==> config.mk <==
export PLATFORM = sky130hd
export DESIGN_NAME = mul_div_sequencer_flat
export DESIGN_NICKNAME = d
export VERILOG_FILES = /design/src/rtl/mul_div_sequencer_pkg.sv /design/src/rtl/mul_div_sequencer_if.sv /design/src/rtl/mul_div_sequencer_div_restore_step.sv /design/src/rtl/mul_div_sequencer.sv /design/src/flat_wrapper.sv
export SDC_FILE = /design/constraint.sdc
export NUM_CORES = 1
export LEC_CHECK = 0
export ABC_AREA = 0
export CAP_MARGIN = 20
export CELL_PAD_IN_SITES_DETAIL_PLACEMENT = 1
export CELL_PAD_IN_SITES_GLOBAL_PLACEMENT = 1
export CORE_ASPECT_RATIO = 0.8
export CORE_MARGIN = 1.5
export CORE_UTILIZATION = 45
export CTS_CLUSTER_DIAMETER = 100
export DETAILED_ROUTE_END_ITERATION = 8
export PLACE_DENSITY = 0.9
export SYNTH_ARGS = -nofsm -noshare
export SYNTH_HDL_FRONTEND = slang
export SYNTH_SLANG_ARGS = --single-unit
export TNS_END_PERCENT = 5
==> constraint.sdc <==
create_clock -name clk -period 12.34 [get_ports clk]
set_clock_uncertainty 0.1 [all_clocks]
set_input_delay 2.468 -clock clk [delete_from_list [all_inputs] [get_ports clk]]
set_output_delay 2.468 -clock clk [all_outputs]
set_load 0.02 [all_outputs]
==> src/rtl/mul_div_sequencer_pkg.sv <==
// Shared ALU definitions: ctrl encodings, sequencer state type, default width.
package alu_pkg;

    localparam int DEFAULT_WIDTH = 32;

    localparam logic [3:0] ALU_AND = 4'b0000;
    localparam logic [3:0] ALU_OR  = 4'b0001;
    localparam logic [3:0] ALU_MUL = 4'b0010;
    localparam logic [3:0] ALU_DIV = 4'b0011;
    localparam logic [3:0] ALU_ADD = 4'b0100;
    localparam logic [3:0] ALU_SUB = 4'b0101;
    localparam logic [3:0] ALU_SLT = 4'b0110;
    localparam logic [3:0] ALU_NOR = 4'b0111;

    typedef enum logic [1:0] {
        IDLE = 2'd0,
        RUN  = 2'd1,
        DONE = 2'd2
    } state_t;

    // True for the two ctrl codes that the multi-cycle unit serves.
    function automatic logic is_mul_div(input logic [3:0] code);
        return (code == ALU_MUL) || (code == ALU_DIV);
    endfunction

endpackage

==> src/rtl/mul_div_sequencer_if.sv <==
// Handshake and operand/result bundle between the ALU control and the
// multi-cycle multiply/divide unit.
interface mul_div_sequencer_if #(
    parameter int WIDTH = alu_pkg::DEFAULT_WIDTH
);
    logic             start;
    logic [3:0]       ctrl;
    logic [WIDTH-1:0] A;
    logic [WIDTH-1:0] B;
    logic [WIDTH-1:0] ZHI;
    logic [WIDTH-1:0] ZLO;
    logic             busy;
    logic             done;
    logic             div_zero;

    modport master (
        output start, ctrl, A, B,
        input  ZHI, ZLO, busy, done, div_zero
    );

    modport slave (
        input  start, ctrl, A, B,
        output ZHI, ZLO, busy, done, div_zero
    );
endinterface

==> src/rtl/mul_div_sequencer_div_restore_step.sv <==
// One restoring-division iteration on unsigned magnitudes: shift {rem, quo}
// left, trial-subtract the divisor and keep the difference when it fits.
module div_restore_step #(
    parameter int WIDTH = 32
) (
    input  logic [WIDTH-1:0] rem,
    input  logic [WIDTH-1:0] quo,
    input  logic [WIDTH-1:0] divisor,
    output logic [WIDTH-1:0] rem_next,
    output logic [WIDTH-1:0] quo_next
);
    logic [WIDTH:0] shifted;
    logic           fits;

    // Shifted remainder keeps one extra bit because the divisor magnitude can be 2^(WIDTH-1).
    always_comb begin
        shifted  = {rem, quo[WIDTH-1]};
        fits     = shifted >= {1'b0, divisor};
        rem_next = fits ? WIDTH'(shifted - {1'b0, divisor}) : shifted[WIDTH-1:0];
        quo_next = {quo[WIDTH-2:0], fits};
    end
endmodule

==> src/rtl/mul_div_sequencer.sv <==
// Multi-cycle signed multiply (radix-2 Booth) and divide (restoring on
// magnitudes with sign fix-up) beside the single-cycle ALU.
module mul_div_sequencer
    import alu_pkg::*;
#(
    parameter int WIDTH = DEFAULT_WIDTH
) (
    input  logic               clk,
    input  logic               clr,
    mul_div_sequencer_if.slave bus
);
    localparam int            CW   = $clog2(WIDTH) + 1;
    localparam logic [CW-1:0] LAST = CW'(WIDTH);

    state_t state;
    state_t next_state;

    logic [CW-1:0]    count;
    logic             op_div;
    logic             dz;
    logic             b_neg;
    logic             div_zero_q;
    logic             accept;
    logic             busy;
    logic             done;

    logic [WIDTH:0]   mcand;
    logic [WIDTH:0]   p_hi;
    logic [WIDTH-1:0] p_lo;
    logic             q_1;
    logic [WIDTH:0]   booth_sum;
    logic [WIDTH:0]   p_hi_n;
    logic [WIDTH-1:0] p_lo_n;
    logic             q_1_n;

    logic [WIDTH-1:0] rem;
    logic [WIDTH-1:0] quo;
    logic [WIDTH-1:0] b_abs;
    logic [WIDTH-1:0] rem_n;
    logic [WIDTH-1:0] quo_n;
    logic [WIDTH-1:0] a_abs_in;
    logic [WIDTH-1:0] b_abs_in;

    logic [WIDTH-1:0] res_hi;
    logic [WIDTH-1:0] res_lo;
    logic [WIDTH-1:0] zhi_q;
    logic [WIDTH-1:0] zlo_q;

    assign accept   = (state == IDLE) && bus.start && is_mul_div(bus.ctrl);
    assign a_abs_in = bus.A[WIDTH-1] ? -bus.A : bus.A;
    assign b_abs_in = bus.B[WIDTH-1] ? -bus.B : bus.B;

    div_restore_step #(.WIDTH(WIDTH)) u_div_step (
        .rem      (rem),
        .quo      (quo),
        .divisor  (b_abs),
        .rem_next (rem_n),
        .quo_next (quo_n)
    );

    // State register.
    always_ff @(posedge clk or posedge clr) begin
        if (clr) state <= IDLE;
        else     state <= next_state;
    end

    // Next state: a divide by zero leaves RUN after one cycle, otherwise after WIDTH iterations.
    always_comb begin
        next_state = state;
        case (state)
            IDLE:    if (accept) next_state = RUN;
            RUN:     if (dz || (count == LAST)) next_state = DONE;
            DONE:    next_state = IDLE;
            default: next_state = IDLE;
        endcase
    end

    // Handshake outputs decoded from the state.
    always_comb begin
        busy = (state != IDLE);
        done = (state == DONE);
    end

    // One Booth step: add/subtract on the widened upper half, then arithmetic shift.
    always_comb begin
        case ({p_lo[0], q_1})
            2'b01:   booth_sum = p_hi + mcand;
            2'b10:   booth_sum = p_hi - mcand;
            default: booth_sum = p_hi;
        endcase
        p_hi_n = {booth_sum[WIDTH], booth_sum[WIDTH:1]};
        p_lo_n = {booth_sum[0], p_lo[WIDTH-1:1]};
        q_1_n  = p_lo[0];
    end

    // Final result selection, including the divide sign fix-up (truncation toward zero).
    always_comb begin
        if (dz) begin
            res_hi = mcand[WIDTH-1:0];
            res_lo = '1;
        end else if (op_div) begin
            res_hi = mcand[WIDTH-1] ? -rem : rem;
            res_lo = (mcand[WIDTH-1] ^ b_neg) ? -quo : quo;
        end else begin
            res_hi = p_hi[WIDTH-1:0];
            res_lo = p_lo;
        end
    end

    // Operand capture, iteration and result registers; results move only on DONE entry.
    always_ff @(posedge clk or posedge clr) begin
        if (clr) begin
            count      <= '0;
            op_div     <= 1'b0;
            dz         <= 1'b0;
            b_neg      <= 1'b0;
            div_zero_q <= 1'b0;
            mcand      <= '0;
            p_hi       <= '0;
            p_lo       <= '0;
            q_1        <= 1'b0;
            rem        <= '0;
            quo        <= '0;
            b_abs      <= '0;
            zhi_q      <= '0;
            zlo_q      <= '0;
        end else begin
            case (state)
                IDLE: begin
                    if (accept) begin
                        op_div     <= (bus.ctrl == ALU_DIV);
                        dz         <= (bus.ctrl == ALU_DIV) && (bus.B == '0);
                        div_zero_q <= (bus.ctrl == ALU_DIV) && (bus.B == '0);
                        b_neg      <= bus.B[WIDTH-1];
                        count      <= '0;
                        mcand      <= {bus.A[WIDTH-1], bus.A};
                        p_hi       <= '0;
                        p_lo       <= bus.B;
                        q_1        <= 1'b0;
                        rem        <= '0;
                        quo        <= a_abs_in;
                        b_abs      <= b_abs_in;
                    end
                end
                RUN: begin
                    if (next_state == DONE) begin
                        zhi_q <= res_hi;
                        zlo_q <= res_lo;
                    end else begin
                        count <= count + CW'(1);
                        p_hi  <= p_hi_n;
                        p_lo  <= p_lo_n;
                        q_1   <= q_1_n;
                        rem   <= rem_n;
                        quo   <= quo_n;
                    end
                end
                default: ;
            endcase
        end
    end

    assign bus.ZHI      = zhi_q;
    assign bus.ZLO      = zlo_q;
    assign bus.busy     = busy;
    assign bus.done     = done;
    assign bus.div_zero = div_zero_q;
endmodule
==> src/flat_wrapper.sv <==
// flat-port wrapper written by rule: the top's interface ports become plain ports
module mul_div_sequencer_flat import alu_pkg::*;
#(
    parameter int WIDTH = DEFAULT_WIDTH
)
  (clk, clr, bus_start, bus_ctrl, bus_A, bus_B, bus_ZHI, bus_ZLO, bus_busy, bus_done, bus_div_zero);
  mul_div_sequencer_if #(.WIDTH(WIDTH)) bus_i ();
  input  logic clk;
  input  logic clr;
  input wire logic [$bits(bus_i.start)-1:0] bus_start;
  input wire logic [$bits(bus_i.ctrl)-1:0] bus_ctrl;
  input wire logic [$bits(bus_i.A)-1:0] bus_A;
  input wire logic [$bits(bus_i.B)-1:0] bus_B;
  output wire logic [$bits(bus_i.ZHI)-1:0] bus_ZHI;
  output wire logic [$bits(bus_i.ZLO)-1:0] bus_ZLO;
  output wire logic [$bits(bus_i.busy)-1:0] bus_busy;
  output wire logic [$bits(bus_i.done)-1:0] bus_done;
  output wire logic [$bits(bus_i.div_zero)-1:0] bus_div_zero;
  assign bus_i.start = bus_start;
  assign bus_i.ctrl = bus_ctrl;
  assign bus_i.A = bus_A;
  assign bus_i.B = bus_B;
  assign bus_ZHI = bus_i.ZHI;
  assign bus_ZLO = bus_i.ZLO;
  assign bus_busy = bus_i.busy;
  assign bus_done = bus_i.done;
  assign bus_div_zero = bus_i.div_zero;
  mul_div_sequencer #(.WIDTH(WIDTH)) u_core (.clk(clk), .clr(clr), .bus(bus_i));
endmodule
==> results of run 1 <==
==> through the flow <==
stage | std cells | util, % | instance area (um2)
floorplan | 2311 | - | 18500
global placement | 2869 | 49.6 | 20100
detailed placement | 2869 | 49.6 | 20100
CTS | 2925 | 52.2 | 21200
global route | 2928 | 52.3 | 21200
finish | 2928 | 52.3 | 21200
==> cell type report <==
cell class | count | area, um2
clock buffer | 43 | 871
fill | 4865 | 19300
multi-input combinational | 1824 | 10900
clock inverter | 13 | 159
timing repair buffer | 158 | 1580
tap | 544 | 681
sequential | 268 | 6710
inverter | 78 | 300
==> logic make-up (layout without fill, tap and decap cells) <==
family,count (synthesis),after routing,synth area share (%)
AND/OR/NAND/NOR,816,816,19.9
AO/OA/AOI/OAI,696,696,22.3
flip-flops,268,268,36.3
buffers and inverters,219,292,4.88
XOR/XNOR,200,200,9.47
adder cells (fa/ha/maj),74,74,5.09
multiplexers,38,38,2.08
==> worst register-to-register path, delay by kind of cell (launching register included) <==
family | cells | cell delay, ns
xor gates and xnor gates | 1 | 0.22
DFF | 1 | 0.45
AOI/OAI and AO/OA | 7 | 1.35
muxes | 1 | 0.22
and+or+nand+nor | 6 | 2.30
adders and majority gates | 1 | 0.37
==> cell usage after synthesis (all sizes together) (3+ instances only) <==
| cell | number | share of area [%] |
|---|---|---|
| mux2i | 34 | 1.8 |
| ha | 72 | 4.9 |
| and2 | 7 | 0.24 |
| o41ai | 17 | 0.89 |
| nand2 | 352 | 7.2 |
| mux2 | 4 | 0.24 |
| o21a | 10 | 0.41 |
| clkbuf | 126 | 2.8 |
| and4 | 3 | 0.14 |
| or2 | 13 | 0.44 |
| a21oi | 190 | 5.1 |
| nor4 | 16 | 0.58 |
| inv | 78 | 1.6 |
| or3 | 24 | 0.84 |
| xor2 | 122 | 5.8 |
| or4 | 21 | 0.87 |
| o31ai | 32 | 1.3 |
| xnor2 | 78 | 3.7 |
| nand4 | 11 | 0.37 |
| nor3 | 44 | 1.2 |
| nor2 | 207 | 4.2 |
| o211ai | 14 | 0.57 |
| o21bai | 10 | 0.41 |
| o21ai | 263 | 7.1 |
| buf | 14 | 0.40 |
| nor2b | 9 | 0.30 |
| a31oi | 50 | 1.7 |
| a211oi | 38 | 1.5 |
| nor4b | 5 | 0.27 |
| nor3b | 5 | 0.20 |
| and3 | 9 | 0.30 |
| nand2b | 11 | 0.37 |
| a32oi | 12 | 0.57 |
| a21o | 26 | 1.1 |
| nand3 | 68 | 1.8 |
| o22ai | 7 | 0.24 |
| nand3b | 4 | 0.16 |
| dfrtp | 268 | 36 |
| o311ai | 3 | 0.14 |
==> per-layer routing <==
| layer | routed length [um] | track usage, % |
|---|---|---|
| met1 | 29700 | 43.2 |
| met2 | 31300 | 50.9 |
| met3 | 4950 | 4.73 |
| met4 | 1840 | 9.13 |
| met5 | 27 | 0 |
==> layout by cell type, fill, tap and decap left out, types with 20 or more instances in the layout <==
cell type and count:
nand2_1 350, dfrtp_1 266, o21ai_0 249, nor2_1 203, a21oi_1 190, clkdlybuf4s50_1 137, xor2_1 122, xnor2_1 78
inv_1 75, ha_1 72, nand3_1 67, a31oi_1 50, nor3_1 42, a211oi_1 38, mux2i_1 34, o31ai_1 32
clkbuf_16 31, a21o_1 26, or3_1 23, or4_1 20
==> sequential cells by signal, indices dropped and copies added (netlist names), 2 cells and up <==
register and count:
u_core.bus.ZHI 32, u_core.state 2, u_core.bus.ZLO 32, u_core.b_abs 32, u_core.p_hi 32, u_core.quo 32, u_core.mcand 32, u_core.count 6
u_core.rem 32, u_core.p_lo 32
==> final timing paths <==
kind,from,endpoint,slack [ns],depth (start not counted)
max in group asynchronous,clr,u_core.dz,8.22,3
worst max-delay path,bus_A[9],u_core.quo[23],6.98,10
worst min-delay path,u_core.bus.ZHI[21],u_core.bus.ZHI[21],0.38,2
worst max register to register,u_core.mcand[2],u_core.p_hi[30],7.22,16
min in group asynchronous,clr,u_core.bus.ZHI[16],2.34,2
worst min register to register,u_core.bus.ZHI[21],u_core.bus.ZHI[21],0.38,2
==> summary.md, run 1 <==
| Metric | Value |
|---|---|
| Status | finished clean |
| Post-synthesis cell area | between 15000 and 20000 um2 |
| Min Tclk post-route | ~5.4 ns |
| RePlAce Congestion | between 0.9 and 1 |
| Worst skew pair latency | 0.60 ns |
| CP Buf/Inv Count | 1 |
| Endpoints failing hold | 0 |
| CTS clk-pin slew, worst paths | around 0.070 ns |
| WP data arrival | 5.70 ns |
| Setup_tns | 0 ns |
| Worst path slowest cell | or4_1 |
| CTS Buffer Depth | 3 |
| Core Box Area | a little over 40000 um2 |
| Synth cell types | 82 |
| WHS | 0.377 ns |
| Initial antenna violation count | 2 |
| # DRC | 0 |
| CP startpoint kind | input pin |
| Synthesis-to-layout area growth | 14.8% |
| Synthesized instance count | between 2000 and 2500 |
| Achievable Freq | between 150 and 200 MHz |
| Setup WS pre-CTS | about 6.4 ns |
| Synth warnings | 0 |
| Max incr delay on CP | 0.63 ns |
| Flops & latches, synth | between 200 and 300 |
| TritonCTS buffer count | 31 |
| Initial Util | a little under half |
| HPWL after DPL | between 40000 and 50000 um |
| RSZ-0062 raised after global routing | false |
| Rel. slew slack | 23.9% |
| CP max FO | 6 |
| Die ar. | 42300 um2 |
| Seq/Total Area, Yosys | 36.3% |
| Async S/R FF share, synth | 100% |
| Main synth FF type | dfrtp_1 |
| Delay-heaviest family, CP | simple AND/OR/NAND/NOR gates |
| Chip height | ~180 um |
| IO Count | between 100 and 150 |
| Antenna Diode Count | 0 |
| Setup crit end kind | flip-flop |
| GRT overflow | 0 |
| First DRT Iteration DRCs | approximately 1600 |
| Vias per inst | approximately 6.3 |
| CTS Sinks | approximately 270 |
| Final setup vio count | 0 |
| Vias | around 18000 |
| # port buffers | roughly 140 |
| Largest net degree at the start of global routing | around 130 |
| Post-synth EDFFs | 0 |
| Hold_buf cts | 0 |
| Average size of a mapped cell | around 8 um2 |
| DRT Pass-1 Iters | 5 |
| Layout cells sized above 1 | under 10% |
| GRT Resource Usage Total | 31.3% |
| Crit path cell chain | clkdlybuf4s50_1 -> or4_1 -> nor4b_1 -> nor4b_2 -> nand2_1 -> o31ai_1 -> xor2_1 -> nor2_1 -> a21oi_1 -> o21ai_0 |
| Synthesized net count | roughly 2500 |
| Pins Over Slew Limit | 0 |
| Setup Crit Path Kind | input pin to flip-flop |
| Final ANT Viol Nets | 0 |
| FP Rows | 66 |
| Post-CTS Resized | 0 |
| First-pass GRT wire length | 105000 um |
| WL final | about 68000 um |
| Worst path required time | ~13 ns |
| Post-CTS setup buffer count | 0 |
| Actual slew at the worst max-slew pin | between 1 and 1.5 ns |
| Period utilisation layout | about 43% |
| CTS Root Cell | clkbuf_16 |
| Nets | ~2500 |
| Post-DR wirelength/cell | approximately 23 um |
| TritonCTS clock tree | built |
| Max Cap Viol | 0 |
| Htree depth | 1 |
| Vias in the first global route | about 19000 |
| Die W | approximately 230 um |
| Hold Crit Class | flip-flop to flip-flop |
| Final worst slack | roughly 7 ns |
Power of run 1 is not shown: default switching activity piles up to over one toggle a cycle in this logic, so the estimate is an artifact.
==> inputs of run 2 (changes only) <==
==> constraint.sdc (replaced) <==
create_clock -name clk -period 5.58 [get_ports clk]
set_clock_uncertainty 0.1 [all_clocks]
set_input_delay 1.116 -clock clk [delete_from_list [all_inputs] [get_ports clk]]
set_output_delay 1.116 -clock clk [all_outputs]
set_load 0.02 [all_outputs]
==> run 2 against run 1 <==
Count of clock-buffer cells in the layout decreased by 4. Highest routed layer is now met4. Die area unchanged. Cell count about the same. Critical path depth increased by 3.
==> summary.md, run 2 (synthesized netlist as in run 1, its figures left out) <==
| Metric | Value |
|---|---|
| Status | finished clean |
| Reg2reg end | u_core.p_hi[24] |
| Antenna Diode Count | 0 (unchanged) |
| CP startpoint kind | flip-flop |
| Final ANT Viol Nets | 0 (unchanged) |
| Period utilisation layout | between 80% and 90% |
| First-pass GRT wire length | 106000 um (+0.63%) |
| CTS Sinks | 268 (unchanged) |
| WP data arrival | 5.27 ns (-0.43 ns) |
| TritonCTS clock tree | built |
| CP max FO | 20 (+14) |
| RePlAce Congestion | 0.959 (+0.65%) |
| Worst path required time | 5.99 ns (-6.69 ns) |
| Setup Crit Path Kind | flip-flop to flip-flop |
| Placed Instances | 2873 (+0.14%) |
| Pins Over Slew Limit | 0 (unchanged) |
| IO Count | 138 (unchanged) |
| CTS Buffer Depth | 3 (unchanged) |
| FP Rows | 66 (unchanged) |
| CP Buf/Inv Count | 1 (unchanged) |
| Crit path cell chain | inv_1 -> ha_1 -> mux2i_1 -> ha_1 -> nor2b_1 -> o31ai_1 -> a21oi_1 -> a2111o_1 -> nor2_1 -> o21ai_0 -> a2111oi_0 -> nor3_1 -> a21oi_1 |
| Rel. slew slack | 31.1% (+7.3 points) |
| Commonest non-fill, non-tap cell in the layout | nand2_1 |
| Initial antenna violation count | 0 (-2) |
| Hold_sp | u_core.bus.ZHI[12] |
| Vias per inst | 6.18 (-1.5%) |
| # port buffers | 137 (unchanged) |
| Delay-heaviest family, CP | compound AO/OA/AOI/OAI gates |
| Vias | 18100 (-1.4%) |
| Reg-to-Reg Start | u_core.q_1 |
| Worst skew pair latency | 0.60 ns (about the same) |
| RSZ-0062 raised after global routing | false |
| WHS Path Cells | 2 (unchanged) |
| Largest net degree at the start of global routing | 139 (+9.4%) |
| Hold_buf cts | 0 (unchanged) |
| Synthesis-to-layout area growth | 15.1% |
| HPWL after DPL | 48600 um (+1.4%) |
| Core Box Area | 40500 um2 (unchanged) |
| # DRC | 0 (unchanged) |
| Layout cells sized above 1 | 4.99% (+0.21 points) |
| WL final | 67900 um (+0.24%) |
| Achievable Freq | slightly above 200 MHz |
| CTS clk-pin slew, worst paths | 0.07 ns (about the same) |
| Post-CTS Resized | 0 (unchanged) |
| Vias in the first global route | 18600 (+0.15%) |
| Min-Delay Endpoint | u_core.bus.ZHI[12] |
| Die W | 230 um (unchanged) |
| DRT Pass-1 Iters | 5 (unchanged) |
| Setup crit end kind | flip-flop |
| Commonest non-fill, non-tap cells in the layout | 350 x nand2_1, 266 x dfrtp_1, 249 x o21ai_0, 203 x nor2_1, 190 x a21oi_1 |
| Max Cap Viol | 0 (unchanged) |
| Die ar. | 42300 um2 (unchanged) |
| First DRT Iteration DRCs | 1426 (-8.8%) |
| Endpoints failing hold | 0 (unchanged) |
| Post-CTS setup buffer count | 0 (unchanged) |
| Chip height | 184 um (unchanged) |
| Htree depth | 1 (unchanged) |
| Fillers | 4884 (+0.39%) |
| GRT Resource Usage Total | 31.7% (+0.39 points) |
| CTS Root Cell | clkbuf_16 |
| GRT overflow | 0 (unchanged) |
| Setup_tns | 0 ns (unchanged) |
| Max incr delay on CP | 0.77 ns (+0.14 ns) |
| Nets | 2507 (+0.040%) |
| Initial Util | 45.6% (unchanged) |
| R2R Setup Slk | 0.72 ns (-6.50 ns) |
| Reg2reg path depth | 13 (-3) |
| Actual slew at the worst max-slew pin | 1.03 ns (-0.105 ns) |
| Min Tclk post-route | 4.86 ns |
| Worst path slowest cell | ha_1 |
| Placed inst area | 20200 um2 (+0.25%) |
| Finished Cell Area | 21300 um2 (+0.28%) |
| Cell Count, Final, Fillers Out | 2929 (+0.034%) |
| Final setup vio count | 0 (unchanged) |
| Hold Crit Class | flip-flop to flip-flop |
| TritonCTS buffer count | 30 (-3.2%) |
| Post-DR wirelength/cell | 23.2 um (+0.21%) |
## run 2: worst max path at each step
| stage | from | endpoint | slack (ns) | depth (start not counted) |
|---|---|---|---|---|
| 2_1_floorplan | clr | u_core.b_abs[0] | 0.82 | 1 |
| 3_3_place_gp | u_core.mcand[2] | u_core.p_hi[30] | 1.04 | 16 |
| 3_5_place_dp | u_core.mcand[2] | u_core.p_hi[30] | 0.87 | 16 |
| 4_1_cts | u_core.mcand[2] | u_core.p_hi[30] | 0.87 | 16 |
| 5_1_grt | u_core.mcand[6] | u_core.p_hi[24] | 0.35 | 15 |
| 6_report | u_core.q_1 | u_core.p_hi[24] | 0.72 | 13 |
## run 2: per-stage QoR
step | utilization, % | worst slack (ns) | hold WS, ns
6_report | 52.5 | 0.721 | 0.375
5_1_grt | 52.5 | 0.348 | 0.400
3_3_place_gp | 49.8 | 1.04 | 0.360
4_1_cts | 52.4 | 0.868 | 0.383
3_5_place_dp | 49.8 | 0.875 | 0.370
2_1_floorplan | - | 0.825 | 0.350
## run 2: layout make-up
class | instances | area [um2] | area share (%)
multi-input cells | 1824 | 10900 | 51.3
flip-flops and latches | 268 | 6710 | 31.5
repair buffers | 160 | 1590 | 7.47
clock buffers | 39 | 845 | 3.97
well taps | 544 | 681 | 3.20
inverters | 78 | 297 | 1.39
clock inverters | 16 | 240 | 1.13
## run 2: worst register-to-register path: stages, from the launching register on
cell and delay, ns:
dfrtp_1 0.38, inv_1 0.09, ha_1 0.77, mux2i_1 0.43, ha_1 0.29, nor2b_1 0.14, o31ai_1 0.51, a21oi_1 0.25
a2111o_1 0.41, nor2_1 0.27, o21ai_0 0.34, a2111oi_0 0.52, nor3_1 0.11, a21oi_1 0.15
## run 2: layer usage
layer,up-vias,track usage [%],share of wire [%]
met5,-,0,0
met4,0,10.5,3.3
met3,119,3.82,6.1
met2,596,50.8,45
met1,9129,44.5,45
li1,8246,-,-
Power of run 2 is left out for the same reason.
